## config.mk

```make
export PLATFORM = sky130hd
export DESIGN_NAME = mem_access_stage
export DESIGN_NICKNAME = d
export VERILOG_FILES = /design/src/rtl/mem_access_stage.sv
export SDC_FILE = /design/constraint.sdc
export NUM_CORES = 1
export LEC_CHECK = 0
export ABC_AREA = 1
export BUFFER_PORTS_ARGS = -buffer_cell sky130_fd_sc_hd__clkbuf_2
export CORE_AREA = 2 2 141 143
export DETAILED_ROUTE_END_ITERATION = 8
export DIE_AREA = 0 0 143 145
export PLACE_DENSITY = 0.68
export SLEW_MARGIN = 20
export SYNTH_ARGS = -nofsm -noshare
export SYNTH_HDL_FRONTEND = slang
export SYNTH_SLANG_ARGS = --single-unit
```

## constraint.sdc

```tcl
create_clock -name clk -period 1.9 [get_ports clk]
set_input_delay 0.38 -clock clk [delete_from_list [all_inputs] [get_ports clk]]
set_output_delay 0.38 -clock clk [all_outputs]
set_load 0.01 [all_outputs]
```

## src/rtl/mem_access_stage.sv

```systemverilog
// mem_access_stage: single-entry load/store stage between execute and writeback
module mem_access_stage #(
   parameter int ADDR_W = 32,
   parameter int DATA_W = 32,
   parameter int BE_W   = DATA_W / 8
) (
   input  logic              clk,
   input  logic              reset,
   input  logic              in_valid,
   output logic              in_allow,
   input  logic [31:0]       in_pc,
   input  logic [3:0]        in_mem_op,
   input  logic [ADDR_W-1:0] in_addr,
   input  logic [DATA_W-1:0] in_wdata,
   input  logic [3:0]        in_rf_we,
   input  logic [4:0]        in_rf_waddr,
   input  logic [DATA_W-1:0] in_rf_wdata,
   input  logic              flush,
   output logic              req_valid,
   input  logic              req_ready,
   output logic              req_wr,
   output logic [BE_W-1:0]   req_be,
   output logic [ADDR_W-1:0] req_addr,
   output logic [DATA_W-1:0] req_wdata,
   input  logic              resp_valid,
   input  logic [DATA_W-1:0] resp_rdata,
   output logic              out_valid,
   input  logic              out_ready,
   output logic [31:0]       out_pc,
   output logic [3:0]        out_rf_we,
   output logic [4:0]        out_rf_waddr,
   output logic [DATA_W-1:0] out_rf_wdata,
   output logic              out_ex_ale,
   output logic [ADDR_W-1:0] out_badv
);

   localparam int LG = $clog2(BE_W);

   typedef enum logic [2:0] {IDLE, REQ, WAIT, DONE, CANCEL} state_t;

   // {memory op, load, sign-extend, log2 size}; doubleword ops only exist on a 64-bit datapath
   function automatic logic [4:0] decode(input logic [3:0] op);
      logic w64;
      w64 = (DATA_W == 64);
      case (op)
         4'b0000: decode = 5'b111_00;
         4'b0001: decode = 5'b111_01;
         4'b0010: decode = 5'b111_10;
         4'b0011: decode = w64 ? 5'b111_11 : 5'b000_00;
         4'b1000: decode = 5'b110_00;
         4'b1001: decode = 5'b110_01;
         4'b0100: decode = 5'b100_00;
         4'b0101: decode = 5'b100_01;
         4'b0110: decode = 5'b100_10;
         4'b0111: decode = w64 ? 5'b100_11 : 5'b000_00;
         default: decode = 5'b000_00;
      endcase
   endfunction

   state_t            state_q, state_d, cap_state;
   logic [31:0]       pc_q, pc_d;
   logic [4:0]        dec_q, dec_d;
   logic [ADDR_W-1:0] addr_q, addr_d;
   logic [DATA_W-1:0] wdata_q, wdata_d;
   logic [3:0]        rf_we_q, rf_we_d;
   logic [4:0]        rf_waddr_q, rf_waddr_d;
   logic [DATA_W-1:0] rf_wdata_q, rf_wdata_d;
   logic              ale_q, ale_d;

   logic [4:0]        in_dec;
   logic              in_mis, cap, is_load, is_store, op_sgn;
   logic [1:0]        op_size;
   logic [LG-1:0]     lane;
   logic [BE_W-1:0]   be_mask;
   logic [DATA_W-1:0] shifted, ld_val, wdata_rep;

   // decode incoming and held ops; capture happens only when the stage can accept and no flush is pending
   always_comb begin
      in_dec    = decode(in_mem_op);
      in_mis    = in_dec[4] & |(in_addr[2:0] & (3'b111 >> (2'd3 - in_dec[1:0])));
      in_allow  = ((state_q == IDLE) | ((state_q == DONE) & out_ready)) & ~flush;
      cap       = in_valid & in_allow;
      cap_state = (in_dec[4] & ~in_mis) ? REQ : DONE;
      is_load   = dec_q[4] & dec_q[3];
      is_store  = dec_q[4] & ~dec_q[3];
      op_sgn    = dec_q[2];
      op_size   = dec_q[1:0];
      lane      = addr_q[LG-1:0];
   end

   // byte-lane steering for stores and lane extraction/extension for loads
   always_comb begin
      be_mask   = op_size == 2'd0 ? BE_W'(1) : op_size == 2'd1 ? BE_W'(3) : op_size == 2'd2 ? BE_W'(15) : '1;
      wdata_rep = op_size == 2'd0 ? {BE_W{wdata_q[7:0]}} :
                  op_size == 2'd1 ? {(BE_W/2){wdata_q[15:0]}} :
                  op_size == 2'd2 ? {(BE_W/4){wdata_q[31:0]}} : wdata_q;
      shifted   = resp_rdata >> {lane, 3'b000};
      ld_val    = op_size == 2'd0 ? (op_sgn ? DATA_W'($signed(shifted[7:0])) : DATA_W'(shifted[7:0])) :
                  op_size == 2'd1 ? (op_sgn ? DATA_W'($signed(shifted[15:0])) : DATA_W'(shifted[15:0])) :
                  op_size == 2'd2 ? (op_sgn ? DATA_W'($signed(shifted[31:0])) : DATA_W'(shifted[31:0])) : shifted;
   end

   // next state; flush wins over every handshake, and a flushed load must still swallow its response
   always_comb begin
      state_d = state_q;
      case (state_q)
         IDLE:    state_d = cap ? cap_state : IDLE;
         REQ:     state_d = flush ? IDLE : req_ready ? (is_load ? WAIT : DONE) : REQ;
         WAIT:    state_d = flush ? (resp_valid ? IDLE : CANCEL) : resp_valid ? DONE : WAIT;
         DONE:    state_d = flush ? IDLE : cap ? cap_state : out_ready ? IDLE : DONE;
         CANCEL:  state_d = resp_valid ? IDLE : CANCEL;
         default: state_d = IDLE;
      endcase
   end

   // held instruction fields; load data replaces the forwarded rf_wdata when the response lands
   always_comb begin
      pc_d       = cap ? in_pc : pc_q;
      dec_d      = cap ? in_dec : dec_q;
      addr_d     = cap ? in_addr : addr_q;
      wdata_d    = cap ? in_wdata : wdata_q;
      rf_we_d    = cap ? in_rf_we : rf_we_q;
      rf_waddr_d = cap ? in_rf_waddr : rf_waddr_q;
      rf_wdata_d = cap ? in_rf_wdata : ((state_q == WAIT) & resp_valid & ~flush) ? ld_val : rf_wdata_q;
      ale_d      = cap ? in_mis : ale_q;
   end

   // state and held fields; reset drops any transaction in flight
   always_ff @(posedge clk or negedge reset) begin
      if (!reset) begin
         state_q    <= IDLE;
         pc_q       <= '0;
         dec_q      <= '0;
         addr_q     <= '0;
         wdata_q    <= '0;
         rf_we_q    <= '0;
         rf_waddr_q <= '0;
         rf_wdata_q <= '0;
         ale_q      <= 1'b0;
      end else begin
         state_q    <= state_d;
         pc_q       <= pc_d;
         dec_q      <= dec_d;
         addr_q     <= addr_d;
         wdata_q    <= wdata_d;
         rf_we_q    <= rf_we_d;
         rf_waddr_q <= rf_waddr_d;
         rf_wdata_q <= rf_wdata_d;
         ale_q      <= ale_d;
      end
   end

   // outputs; valids are withdrawn under flush so a cancelled op never completes a handshake
   always_comb begin
      req_valid    = (state_q == REQ) & ~flush;
      req_wr       = is_store;
      req_be       = is_store ? (be_mask << lane) : '0;
      req_addr     = addr_q;
      req_wdata    = wdata_rep;
      out_valid    = (state_q == DONE) & ~flush;
      out_pc       = pc_q;
      out_rf_we    = (ale_q | is_store) ? 4'b0 : rf_we_q;
      out_rf_waddr = rf_waddr_q;
      out_rf_wdata = rf_wdata_q;
      out_ex_ale   = ale_q;
      out_badv     = ale_q ? addr_q : '0;
   end

endmodule
```

* Yosys cells after proc, flatten, opt, wreduce, memory -nomap -nowiden *
Memory sizes are Yosys's and may differ from the RTL's.
Index checks and enable logic that the tools add are counted.

cells by class
  $add $sub $neg = 1
  mux-type cells = 25
  reductions and logical operators = 4
  shifts and indexed selects = 3
  equal/unequal tests = 5
  bitwise logic cells = 17

operators with widths
  cell                                                 number
  2-to-1 mux 32 bit                                    9
  right shift 32 x 5 -> 32 bit                         1
  2-to-1 mux 4 bit                                     4
  one-hot mux 3 bit (5 select lines)                   1
  2-to-1 mux 2 bit                                     7
  bitwise AND 1 bit                                    11
  equality test 3 x 2 -> 1 bit, second input constant  2
  2-to-1 mux 3 bit                                     2
  left shift 4 x 2 -> 4 bit                            1
  bitwise AND 3 bit                                    1
  equality test 3 x 1 -> 1 bit, second input constant  1
  equality test 3 bit, second input constant           1
  zero test 3 bit                                      1
  inverter 1 bit                                       3
  OR reduction 3 bit                                   1
  right shift 3 x 2 -> 3 bit, first input constant     1
  equality test 2 x 1 -> 1 bit, second input constant  1
  zero test 2 bit                                      1
  2-to-1 mux 1 bit                                     2
  OR 1 bit                                             2
  nonzero test 2 bit                                   1
  subtractor 2 bit, first input constant               1

storage, ports and cells
  output and inout bits = 178
  register bits after elaboration = 146
  memories kept = 1
  ROM bits = 80
  input bits = 180
  logic and storage cells = 65

memory list
  memory            depth  bits a word  rd ports  clocked after Yosys merged registers in  wr ports  line  source
  (name not given)  16     5            1         0                                        0         45    case (op)

* Longest topological paths before layout *
An unclocked memory read counts as a cell.

  depth after elaboration = 12
  gate-level depth with buffers = 10
  depth with buffers taken out = 9

* Least setup slack after synthesis *
OpenSTA, ideal clock, no wires.

  kind = reg-to-output
  start point = reg dec_q[1]
  end point = out req_wdata[10]
  arrival time = 1.289 ns
  path buffers = 3
  slack = 0.231 ns
  cell stages (with the launch flop) = 8
  required time = 1.520 ns
  cells stage by stage = dfrtp_1 -> buf_4 -> inv_4 -> nand2_1 -> buf_2 -> inv_1 -> buf_2 -> o21ai_0

between the ends
  longest elaborated chain between the ends = 2

RTL lines
  element                 line  source
  from (decl)             62    logic [4:0] dec_q, dec_d;
  from (signal assigned)  133   dec_q <= '0;
  from (signal assigned)  143   dec_q <= dec_d;
  zero test 2 bit         94    wdata_rep = op_size == 2'd0 ? {BE_W{wdata_q[7:0]}} :
  2-to-1 mux 32 bit       94
  to (decl)               24    output logic [DATA_W-1:0] req_wdata,

No other way between the ends.

* Worst setup path in the final report *
  start point = reg dec_q[1]
  end point = out req_wdata[26]

between the ends
  longest elaborated chain between the ends = 3
  elaborated cells between the ends (all ways) = 4
  classes of those cells = 1 x eq/ne; 2 x mux; 1 x reduce/logical

RTL lines
  element                       line  source
  equality test 2 x 1 -> 1 bit  95    op_size == 2'd1 ? {(BE_W/2){wdata_q[15:0]}} :
  2-to-1 mux 32 bit             95
  2-to-1 mux 32 bit *           94

Every way passes the cells marked *; elsewhere a longest branch is shown, timed or not.

==> qor.csv <==
metric;value;unit
status;complete, but fails checks;
failing checks;setup timing;
Power per Cell Area;1680;nW/um2
pin count of the biggest net entering global routing;92;
DIE HEIGHT;145;um
final worst slack;-0.0563;ns
Max Clk Rate;0.511;GHz
I/O pins;358;
Syn Std Cell Area;7510;um2
routed length per instance;14.7;um
share of layout cells above drive strength 1;34.0;%
routed wire length;24400;um
Max Fanout on Critical Path;8;
CTS tree;yes;
Crit. End Element;primary output;
drt drc;0;
final non-filler cell total;1658;
Final Util;54.4;%
most frequent cells in the layout;nand2_1 (449), clkbuf_2 (349), dfrtp_1 (145);
Reg clk slew, reported paths;0.07;ns
maximum clock path buffer count;2;
vias in the first global route;7465;
DRT iter0 DRCs;453;
Clock Sinks;146;
Synthesis Warnings;0;
routability congestion estimate;0.861;
startpoint types;flop;
Clock Latency Late Sink;0.43;ns
first-pass GRT wire length;38400;um
fin nets;1560;
critical path arrival;1.58;ns
Final Slew Violations;0;
# H-tree levels;4;
vias after detailed routing;7841;
register area share after synthesis;48.7;%
data required time at the worst endpoint;1.52;ns
Root Buffer;clkbuf_16;
Internal;0.00999;W
Switching Share;43.2;%
Starting Density;39.1;%
Num CTS Buffers;17;
Die Wd;143;um
unrepaired setup endpoints after global routing;true;
# diodes;0;
Tot GR Track Use;23.4;%
leakage;6.18;nW
placed insts;1610;
peak supply drop;0.697;mV
routed vias/inst;4.73;
Switching Power;0.00760;W
row cnt;51;
flops & latches, synth;146;
max_cap viols;0;
Clock Skew;0.00789;ns
Distinct cells, synth;29;
most common cell after layout, fill and taps aside;nand2_1;
Post-Syn Area per Cell;7.30;um2
endpoints failing hold;0;
Post-Syn Instances;1029;
Cell Area, Placed;9470;um2
Comb power frac;47.7;%
final setup fails;13;
Seq pwr share;31.9;%
P&R area growth vs syn;39.3;%
Clk pwr share;20.4;%
Final min period;1.96;ns
worst slew pin tran;0.570;ns
Core Box Area;19200;um2
max_slew headroom;61.9;%
HP Class;primary input to flop;
die area;20700;um2
kind of critical path;flop to primary output;
fin area;10500;um2
fin crit share;103;%
remaining global-route overflow;0;
post-route ant nets;0;
I/O Buffers;357;
initial antenna violation count;0;
Initial DRT Pass Iterations;5;
dpl hpwl;17800;um
syn_nets;1209;
[stage by stage]
| step | TNS, ns | worst slack, ns | total power (W) | hold WS [ns] |
|---|---|---|---|---|
| 2_1_floorplan | 0 | 0.231 | 0.0102 | 0.0844 |
| 3_3_place_gp | 0 | 0.250 | 0.0131 | 0.337 |
| 3_5_place_dp | 0 | 0.245 | 0.0133 | 0.342 |
| 4_1_cts | -0.0946 | -0.0275 | 0.0173 | 0.130 |
| 5_1_grt | -1.62 | -0.122 | 0.0189 | 0.132 |
| 6_report | -0.349 | -0.0563 | 0.0176 | 0.138 |
[logic make-up after synthesis]
| family | share of synthesized area (%) |
|---|---|
| DFF | 48.7 |
| AOI/OAI and AO/OA | 8.55 |
| and+or+nand+nor | 31.1 |
| buffers and inverters | 11.6 |
[critical path: stages, from the launching register on]
cell        delay, ns
dfrtp_1          0.40
inv_4            0.07
nand2_4          0.10
clkinvlp_4       0.19
nand2_1          0.12
o221ai_1         0.11
clkbuf_2         0.15
[power by group through the flow]
stage | clock, W | combinational (W) | sequential [W]
after floorplan | 0 | 0.00431 | 0.00588
after global placement | 0 | 0.00754 | 0.00560
after detailed placement | 0 | 0.00767 | 0.00559
after CTS | 0.00364 | 0.00810 | 0.00559
after global routing | 0.00379 | 0.00928 | 0.00581
final | 0.00359 | 0.00839 | 0.00562
[flip-flops by register name (all words and copies together), names as in the netlist]
| register | cells |
|---|---|
| req_addr | 32 |
| wdata_q | 32 |
| out_rf_wdata | 32 |
| out_pc | 32 |
| out_rf_waddr | 5 |
| state_q | 3 |
| out_ex_ale | 1 |
| dec_q | 5 |
| rf_we_q | 4 |
[timing repair]
item                                    CTS  global route
hold buffers                              1             0
endpoints found under the setup margin   25            34
resized for setup                        28            41
gates cloned                              2             1
hold endpoints to repair                 39             0
pin swaps                                 3             8
setup buffers                             5             7
[worst paths after layout]
| kind | from | endpoint | slack, ns | cells after the start |
|---|---|---|---|---|
| worst max-delay path | dec_q[1]$_DFFE_PN0P_ | req_wdata[26] | -0.06 | 6 |
| worst min-delay path | in_addr[8] | req_addr[8]$_DFFE_PN0P_ | 0.14 | 3 |
| worst max register to register | req_addr[0]$_DFFE_PN0P_ | out_rf_wdata[17]$_DFFE_PN0P_ | 0.16 | 8 |
| worst min register to register | out_pc[11]$_DFFE_PN0P_ | out_pc[11]$_DFFE_PN0P_ | 0.48 | 2 |
| max in group asynchronous | reset | wdata_q[28]$_DFFE_PN0P_ | 0.82 | 3 |
| min in group asynchronous | reset | req_addr[2]$_DFFE_PN0P_ | 0.42 | 2 |
[synthesized netlist by cell type]
| library cell | count | area (um2) |
|---|---|---|
| nor2_4 | 1 | 11.3 |
| buf_4 | 28 | 210 |
| nand3_4 | 1 | 17.5 |
| o211ai_1 | 16 | 120 |
| nand2_1 | 457 | 1720 |
| buf_6 | 6 | 67.6 |
| clkinv_1 | 1 | 3.75 |
| a221oi_1 | 1 | 8.76 |
| nand3_1 | 61 | 305 |
| nand4_1 | 1 | 6.26 |
| clkbuf_1 | 12 | 45.0 |
| nand2_2 | 4 | 25.0 |
| o31ai_1 | 1 | 7.51 |
| o21ai_0 | 46 | 230 |
| o221ai_1 | 8 | 70.1 |
| a21oi_1 | 1 | 5.00 |
| dfrtp_1 | 146 | 3650 |
| nand3b_1 | 1 | 7.51 |
| o21ai_1 | 40 | 200 |
| inv_2 | 4 | 15.0 |
| nand3_2 | 2 | 20.0 |
| inv_4 | 1 | 6.26 |
| buf_2 | 19 | 95.1 |
| nor3_1 | 2 | 10.0 |
| nand2_4 | 1 | 11.3 |
| and2_1 | 1 | 6.26 |
| inv_1 | 115 | 432 |
| nor2_2 | 3 | 18.8 |
| nor2_1 | 49 | 184 |
[area by class of cell]
class | instances | area, um2
clock buffer | 18 | 429
clock inverter | 14 | 191
fill | 1825 | 8750
inverter | 121 | 467
multi-input combinational | 698 | 3150
sequential | 146 | 3650
tap | 265 | 332
timing repair buffer | 395 | 2230
timing repair inverter | 1 | 7.51
[per-layer routing]
layer | GRT usage (%) | part of all wire [%]
met5 | 0 | 0
met4 | 7.77 | 2.3
met3 | 5.28 | 7.3
met2 | 39.4 | 50
met1 | 29.5 | 41
(Power assumes the default switching activity.)
